--- src/rtl/phy_rx_sync_ctrl_if.sv ---
// Byte-side bundle between the deserializer/consumer and the receive sync controller.
interface phy_rx_sync_ctrl_if;

  logic       enable;
  logic [7:0] byte_in;
  logic       byte_strobe;
  logic [7:0] data_out;
  logic       valid_out;
  logic       active;
  logic [3:0] bc_counter;
  logic [1:0] state;
  logic [7:0] resync_count;

  // Upstream side: drives bytes and the run enable, observes link status.
  modport master (
    output enable,
    output byte_in,
    output byte_strobe,
    input  data_out,
    input  valid_out,
    input  active,
    input  bc_counter,
    input  state,
    input  resync_count
  );

  // Controller side.
  modport slave (
    input  enable,
    input  byte_in,
    input  byte_strobe,
    output data_out,
    output valid_out,
    output active,
    output bc_counter,
    output state,
    output resync_count
  );

endinterface

--- src/rtl/phy_rx_sync_ctrl.sv ---
// Receive link sync controller: hunts for comma idles, locks after LOCK_COUNT
// consecutive commas, then forwards data bytes and strips idles until a data
// run longer than MAX_RUN signals loss of alignment.
module phy_rx_sync_ctrl #(
  parameter logic [7:0]  COMMA      = 8'hBC,
  parameter int unsigned LOCK_COUNT = 4,
  parameter int unsigned MAX_RUN    = 16
) (
  input  logic                 clk_f,
  input  logic                 reset,
  phy_rx_sync_ctrl_if.slave    sync_if
);

  localparam int unsigned BC_W  = 4;
  localparam int unsigned RUN_W = 8;
  localparam int unsigned CNT_W = 8;

  localparam logic [BC_W-1:0]  LOCK_C   = BC_W'(LOCK_COUNT);
  localparam logic [RUN_W-1:0] MAX_C    = RUN_W'(MAX_RUN);
  localparam logic [CNT_W-1:0] CNT_SAT  = {CNT_W{1'b1}};

  // Reject parameter values outside the range the counters can represent.
  if (LOCK_COUNT < 1 || LOCK_COUNT > 15) begin : g_bad_lock
    $error("phy_rx_sync_ctrl: LOCK_COUNT out of range 1..15");
  end
  if (MAX_RUN < 1 || MAX_RUN > 255) begin : g_bad_run
    $error("phy_rx_sync_ctrl: MAX_RUN out of range 1..255");
  end

  typedef enum logic [1:0] {
    ST_IDLE    = 2'd0,
    ST_SEARCH  = 2'd1,
    ST_LOCKING = 2'd2,
    ST_ACTIVE  = 2'd3
  } state_t;

  state_t             state_q,  state_d;
  logic [BC_W-1:0]    bc_q,     bc_d;
  logic [RUN_W-1:0]   run_q,    run_d;
  logic [7:0]         data_q,   data_d;
  logic               valid_q,  valid_d;
  logic               active_q, active_d;
  logic [CNT_W-1:0]   resync_q, resync_d;

  logic               is_comma;
  logic [BC_W-1:0]    bc_inc;

  assign is_comma = (sync_if.byte_in == COMMA);

  // State and output registers; reset clears everything asynchronously.
  always_ff @(posedge clk_f or posedge reset) begin
    if (reset) begin
      state_q  <= ST_IDLE;
      bc_q     <= '0;
      run_q    <= '0;
      data_q   <= '0;
      valid_q  <= 1'b0;
      active_q <= 1'b0;
      resync_q <= '0;
    end else begin
      state_q  <= state_d;
      bc_q     <= bc_d;
      run_q    <= run_d;
      data_q   <= data_d;
      valid_q  <= valid_d;
      active_q <= active_d;
      resync_q <= resync_d;
    end
  end

  // Next-state and next-output logic; enable=0 overrides any byte activity.
  always_comb begin
    state_d  = state_q;
    bc_d     = bc_q;
    run_d    = run_q;
    data_d   = data_q;
    valid_d  = 1'b0;
    resync_d = resync_q;
    bc_inc   = bc_q + BC_W'(1);

    if (!sync_if.enable) begin
      state_d = ST_IDLE;
      bc_d    = '0;
      run_d   = '0;
    end else begin
      case (state_q)
        ST_IDLE: begin
          // Bytes arriving in the enable cycle are ignored.
          state_d = ST_SEARCH;
        end

        ST_SEARCH: begin
          if (sync_if.byte_strobe) begin
            if (is_comma) begin
              bc_d    = BC_W'(1);
              state_d = (LOCK_C == BC_W'(1)) ? ST_ACTIVE : ST_LOCKING;
            end else begin
              bc_d = '0;
            end
          end
        end

        ST_LOCKING: begin
          if (sync_if.byte_strobe) begin
            if (is_comma) begin
              bc_d = bc_inc;
              if (bc_inc == LOCK_C) begin
                state_d = ST_ACTIVE;
              end
            end else begin
              // A data byte before lock breaks the streak; it is not forwarded.
              bc_d    = '0;
              state_d = ST_SEARCH;
            end
          end
        end

        ST_ACTIVE: begin
          bc_d = LOCK_C;
          if (sync_if.byte_strobe) begin
            if (is_comma) begin
              run_d = '0;
            end else if (run_q < MAX_C) begin
              data_d  = sync_if.byte_in;
              valid_d = 1'b1;
              run_d   = run_q + RUN_W'(1);
            end else begin
              // Too many data bytes without an idle: alignment is suspect.
              state_d = ST_SEARCH;
              bc_d    = '0;
              run_d   = '0;
              if (resync_q != CNT_SAT) begin
                resync_d = resync_q + CNT_W'(1);
              end
            end
          end
        end

        default: begin
          state_d = ST_IDLE;
          bc_d    = '0;
          run_d   = '0;
        end
      endcase
    end

    active_d = (state_d == ST_ACTIVE);
  end

  assign sync_if.state        = state_q;
  assign sync_if.bc_counter   = bc_q;
  assign sync_if.data_out     = data_q;
  assign sync_if.valid_out    = valid_q;
  assign sync_if.active       = active_q;
  assign sync_if.resync_count = resync_q;

endmodule
--- src/flat_wrapper.sv ---
// flat-port wrapper written by rule: the top's interface ports become plain ports
module phy_rx_sync_ctrl_flat 
#(
  parameter logic [7:0]  COMMA      = 8'hBC,
  parameter int unsigned LOCK_COUNT = 4,
  parameter int unsigned MAX_RUN    = 16
)
  (clk_f, reset, sync_if_enable, sync_if_byte_in, sync_if_byte_strobe, sync_if_data_out, sync_if_valid_out, sync_if_active, sync_if_bc_counter, sync_if_state, sync_if_resync_count);
  phy_rx_sync_ctrl_if sync_if_i ();
  input  logic clk_f;
  input  logic reset;
  input wire logic [$bits(sync_if_i.enable)-1:0] sync_if_enable;
  input wire logic [$bits(sync_if_i.byte_in)-1:0] sync_if_byte_in;
  input wire logic [$bits(sync_if_i.byte_strobe)-1:0] sync_if_byte_strobe;
  output wire logic [$bits(sync_if_i.data_out)-1:0] sync_if_data_out;
  output wire logic [$bits(sync_if_i.valid_out)-1:0] sync_if_valid_out;
  output wire logic [$bits(sync_if_i.active)-1:0] sync_if_active;
  output wire logic [$bits(sync_if_i.bc_counter)-1:0] sync_if_bc_counter;
  output wire logic [$bits(sync_if_i.state)-1:0] sync_if_state;
  output wire logic [$bits(sync_if_i.resync_count)-1:0] sync_if_resync_count;
  assign sync_if_i.enable = sync_if_enable;
  assign sync_if_i.byte_in = sync_if_byte_in;
  assign sync_if_i.byte_strobe = sync_if_byte_strobe;
  assign sync_if_data_out = sync_if_i.data_out;
  assign sync_if_valid_out = sync_if_i.valid_out;
  assign sync_if_active = sync_if_i.active;
  assign sync_if_bc_counter = sync_if_i.bc_counter;
  assign sync_if_state = sync_if_i.state;
  assign sync_if_resync_count = sync_if_i.resync_count;
  phy_rx_sync_ctrl #(.COMMA(COMMA), .LOCK_COUNT(LOCK_COUNT), .MAX_RUN(MAX_RUN)) u_core (.clk_f(clk_f), .reset(reset), .sync_if(sync_if_i));
endmodule
--- config.mk ---
export PLATFORM = sky130hd
export DESIGN_NAME = phy_rx_sync_ctrl_flat
export DESIGN_NICKNAME = d
export VERILOG_FILES = /design/src/rtl/phy_rx_sync_ctrl_if.sv /design/src/rtl/phy_rx_sync_ctrl.sv /design/src/flat_wrapper.sv
export SDC_FILE = /design/constraint.sdc
export NUM_CORES = 1
export LEC_CHECK = 0
export CORE_UTILIZATION = 35
export DETAILED_ROUTE_END_ITERATION = 10
export GPL_TIMING_DRIVEN = 0
export SLEW_MARGIN = 0
export SYNTH_ARGS = -nofsm -noshare
export SYNTH_HDL_FRONTEND = slang
export SYNTH_SLANG_ARGS = --single-unit
--- constraint.sdc ---
create_clock -name clk_f -period 3.75 [get_ports clk_f]
set_input_delay 0.375 -clock clk_f [delete_from_list [all_inputs] [get_ports clk_f]]
set_output_delay 0.375 -clock clk_f [all_outputs]
set_load 0.05 [all_outputs]
==> qor.csv <==
metric,value,unit
Metal-1 WL,1530,um
most frequent cells after synthesis,"32 x dfrtp_1, 12 x nand2_1, 8 x nand3_1, 6 x mux2_4, 6 x o21ai_0",
total grt overflow,0,
Detail Placement HPWL,2520,um
"count leader, synth",dfrtp_1,
Layout Area Growth over Synthesis,32.1,%
status,"finished, violations left",
Initial DRC Count,73,
Critical Path Source,u_core.sync_if.resync_count[3],
Clock Latency Late Sink,0.28,ns
CTS resizes,0,
fin crit share,0.520,
Post-Syn Area,1670,sq um
post-route ant nets,0,
Setup crit end,sync_if_resync_count[3],
Crit Reg-Reg Endpoint,u_core.sync_if.resync_count[7],
number of global-route vias before repair,1283,
Placeable Area,4470,sq um
cell type with the largest total area after synthesis,dfrtp_1,
worst reg-to-reg path cell count,4,
die width,71.1,um
Int Power,0.515,mW
max-cap violations,0,
Levels on crit path,1,
Slew Limit Headroom,0.590,
initial antenna violation count,0,
violated checks,DRC,
Post-synth EDFFs,0,
RSZ-0062 raised after global routing,no,
Setup Skew,0.00386,ns
switching share of total power,0.220,
max incr delay on CP,0.85,ns
hold_buf cts,0,
via count,1253,
ys flop type,dfrtp_1,
met3 wire len,140,um
Max H-tree Level,2,
Synth cell types,48,
syn_nets,157,
Mapped Cells,141,
CP bufs+invs,1,
Worst Tran Pin Value,0.612,ns
Seq cells post-synth,32,
Final setup viols,0,
Top Ports,36,
Final Hold Fails,0,
CTS tree,done,
"Power, Total",0.660,mW
"Slowest-stage cell, CP",clkdlybuf4s50_1,
sequential power share,0.526,
first-pass GRT wire length,5950,um
crit path cell chain,clkdlybuf4s50_1,
crit path DAT,1.57,ns
Worst setup EP type,output port,
Yosys top cell area share,0.479,
CTS Sinks,32,
CTS Buffer Depth,2,
IO buf count,35,
maximum vdd ir drop,181,uV
fmax,513,MHz
Antenna Cells,0,
"delay-heaviest family, CP",buffers and inverters,
Filler cells,391,
nets,200,
Post CTS Setup Buffer Count,0,
initial cell density of the core,0.373,
Pre-antenna DRT Iters,9,
Ys Warns,0,
NetSw,0.145,mW
DIE HEIGHT,71.1,um
post-DR wirelength/cell,14.3,um
CTS Root Cell,clkbuf_8,
layout cell share with drive strength beyond 1,0.195,
Worst R2R Start,u_core.run_q[7],
Routed WL,3400,um
power share of the clock group,0.401,
Comb pwr share,0.073,
largest net degree at the start of global routing,33,
Pleak,0.991,nW
Max Used Layer,met4,
R2R setup slack,2.00,ns
sequential share of the synthesized area,0.479,
critical-path maximum fanout,5,
Syn Area/Cell,11.8,sq um
critical path type,reg -> out,
routed wl met2,1690,um
Pins Over Slew Limit,0,
top area cells in the synthesized netlist,"dfrtp_1 48%, mux2_4 5.4%, mux2_2 3.4%",
vias per cell,5.29,
residual DRC count,6,
PD cells,299,nW/um^2
GP Congestion,0.805,
Startpoint Class,flip-flop,
fraction of registers with async set/reset,1.00,
Tot GR Track Use,0.152,
Worst EP required,3.38,ns
row cnt,24,
"CTS clk-pin slew, worst paths",0.06,ns
setup TNS,0,ns
Period minus WS final,1.95,ns
TritonCTS Buffers,5,
die area,5050,sq um
HP Class,in -> async,
[power by group through the flow]
stage,registers [mW],clock network (mW),logic (mW)
detailed placement,0.353,0,0.0452
CTS,0.347,0.275,0.0453
global placement,0.353,0,0.0443
global route,0.347,0.299,0.0528
finish,0.347,0.265,0.0480
floorplan,0.357,0,0.0195
[metal layers]
| layer | vias to the layer above | global-route usage |
|---|---|---|
| met3 | 5 | 0.0470 |
| met5 | - | 0 |
| met1 | 618 | 0.191 |
| met2 | 27 | 0.255 |
| met4 | 0 | 0.0400 |
| li1 | 603 | - |
[cell usage in the layout, fill, tap and decap left out, drive strengths merged, types with 3 or more instances in the layout]
cell           synthesis  final
mux2                  12     12
ha                     4      4
and2                   4      4
nand2                 12     12
clkbuf                 0      6
nor2                   4      4
a21oi                  5      5
nand3                  8      8
xnor2                  5      5
o21ai                  7      7
dfrtp                 32     32
nor3                   3      3
inv                    5      5
buf                    4      5
clkdlybuf4s50          0     35
[state kept, by name (all words and copies together) (netlist names)]
register,cells
u_core.sync_if.resync_count,8
u_core.sync_if.active,1
u_core.run_q,8
u_core.sync_if.bc_counter,4
u_core.sync_if.valid_out,1
u_core.sync_if.state,2
u_core.sync_if.data_out,8
[cell families after synthesis]
kind of cell / Yosys count / synth area share
multiplexers: 12 / 0.0944
adder cells (fa/ha/maj): 4 / 0.0300
XOR/XNOR: 5 / 0.0262
flip-flops: 32 / 0.479
AO/OA/AOI/OAI: 31 / 0.148
AND/OR/NAND/NOR: 48 / 0.189
buffers and inverters: 9 / 0.0337
[per-stage QoR]
stage	instance area, sq um	hold WS, ns	utilization	cells	worst slack [ns]
floorplan	1670	0.486	-	141	1.81
global placement	2090	0.495	0.466	228	1.67
detailed placement	2090	0.496	0.466	228	1.64
CTS	2180	0.515	0.487	236	1.78
global route	2210	0.393	0.493	237	1.72
finish	2210	0.377	0.493	237	1.80
[area by class of cell]
class / instances / area [sq um] / area share
Buffer: 4 / 37.5 / 0.0170
Clock buffer: 6 / 82.6 / 0.0374
Clock inverter: 2 / 10.0 / 0.00454
Inverter: 5 / 18.8 / 0.00851
Multi-Input combinational cell: 100 / 813 / 0.369
Sequential cell: 32 / 801 / 0.363
Tap cell: 52 / 65.1 / 0.0295
Timing Repair Buffer: 36 / 378 / 0.171
[worst min path at each step]
| stage | end | slack, ns | from |
|---|---|---|---|
| floorplan | u_core.run_q[0] | 0.49 | reset |
| global placement | u_core.sync_if.data_out[3] | 0.50 | u_core.sync_if.data_out[3] |
| detailed placement | u_core.sync_if.data_out[1] | 0.50 | u_core.sync_if.data_out[1] |
| CTS | u_core.sync_if.data_out[1] | 0.52 | u_core.sync_if.data_out[1] |
| global route | u_core.sync_if.data_out[6] | 0.39 | reset |
| finish | u_core.sync_if.data_out[5] | 0.38 | reset |
No activity file was read; power rests on OpenSTA's default activity.
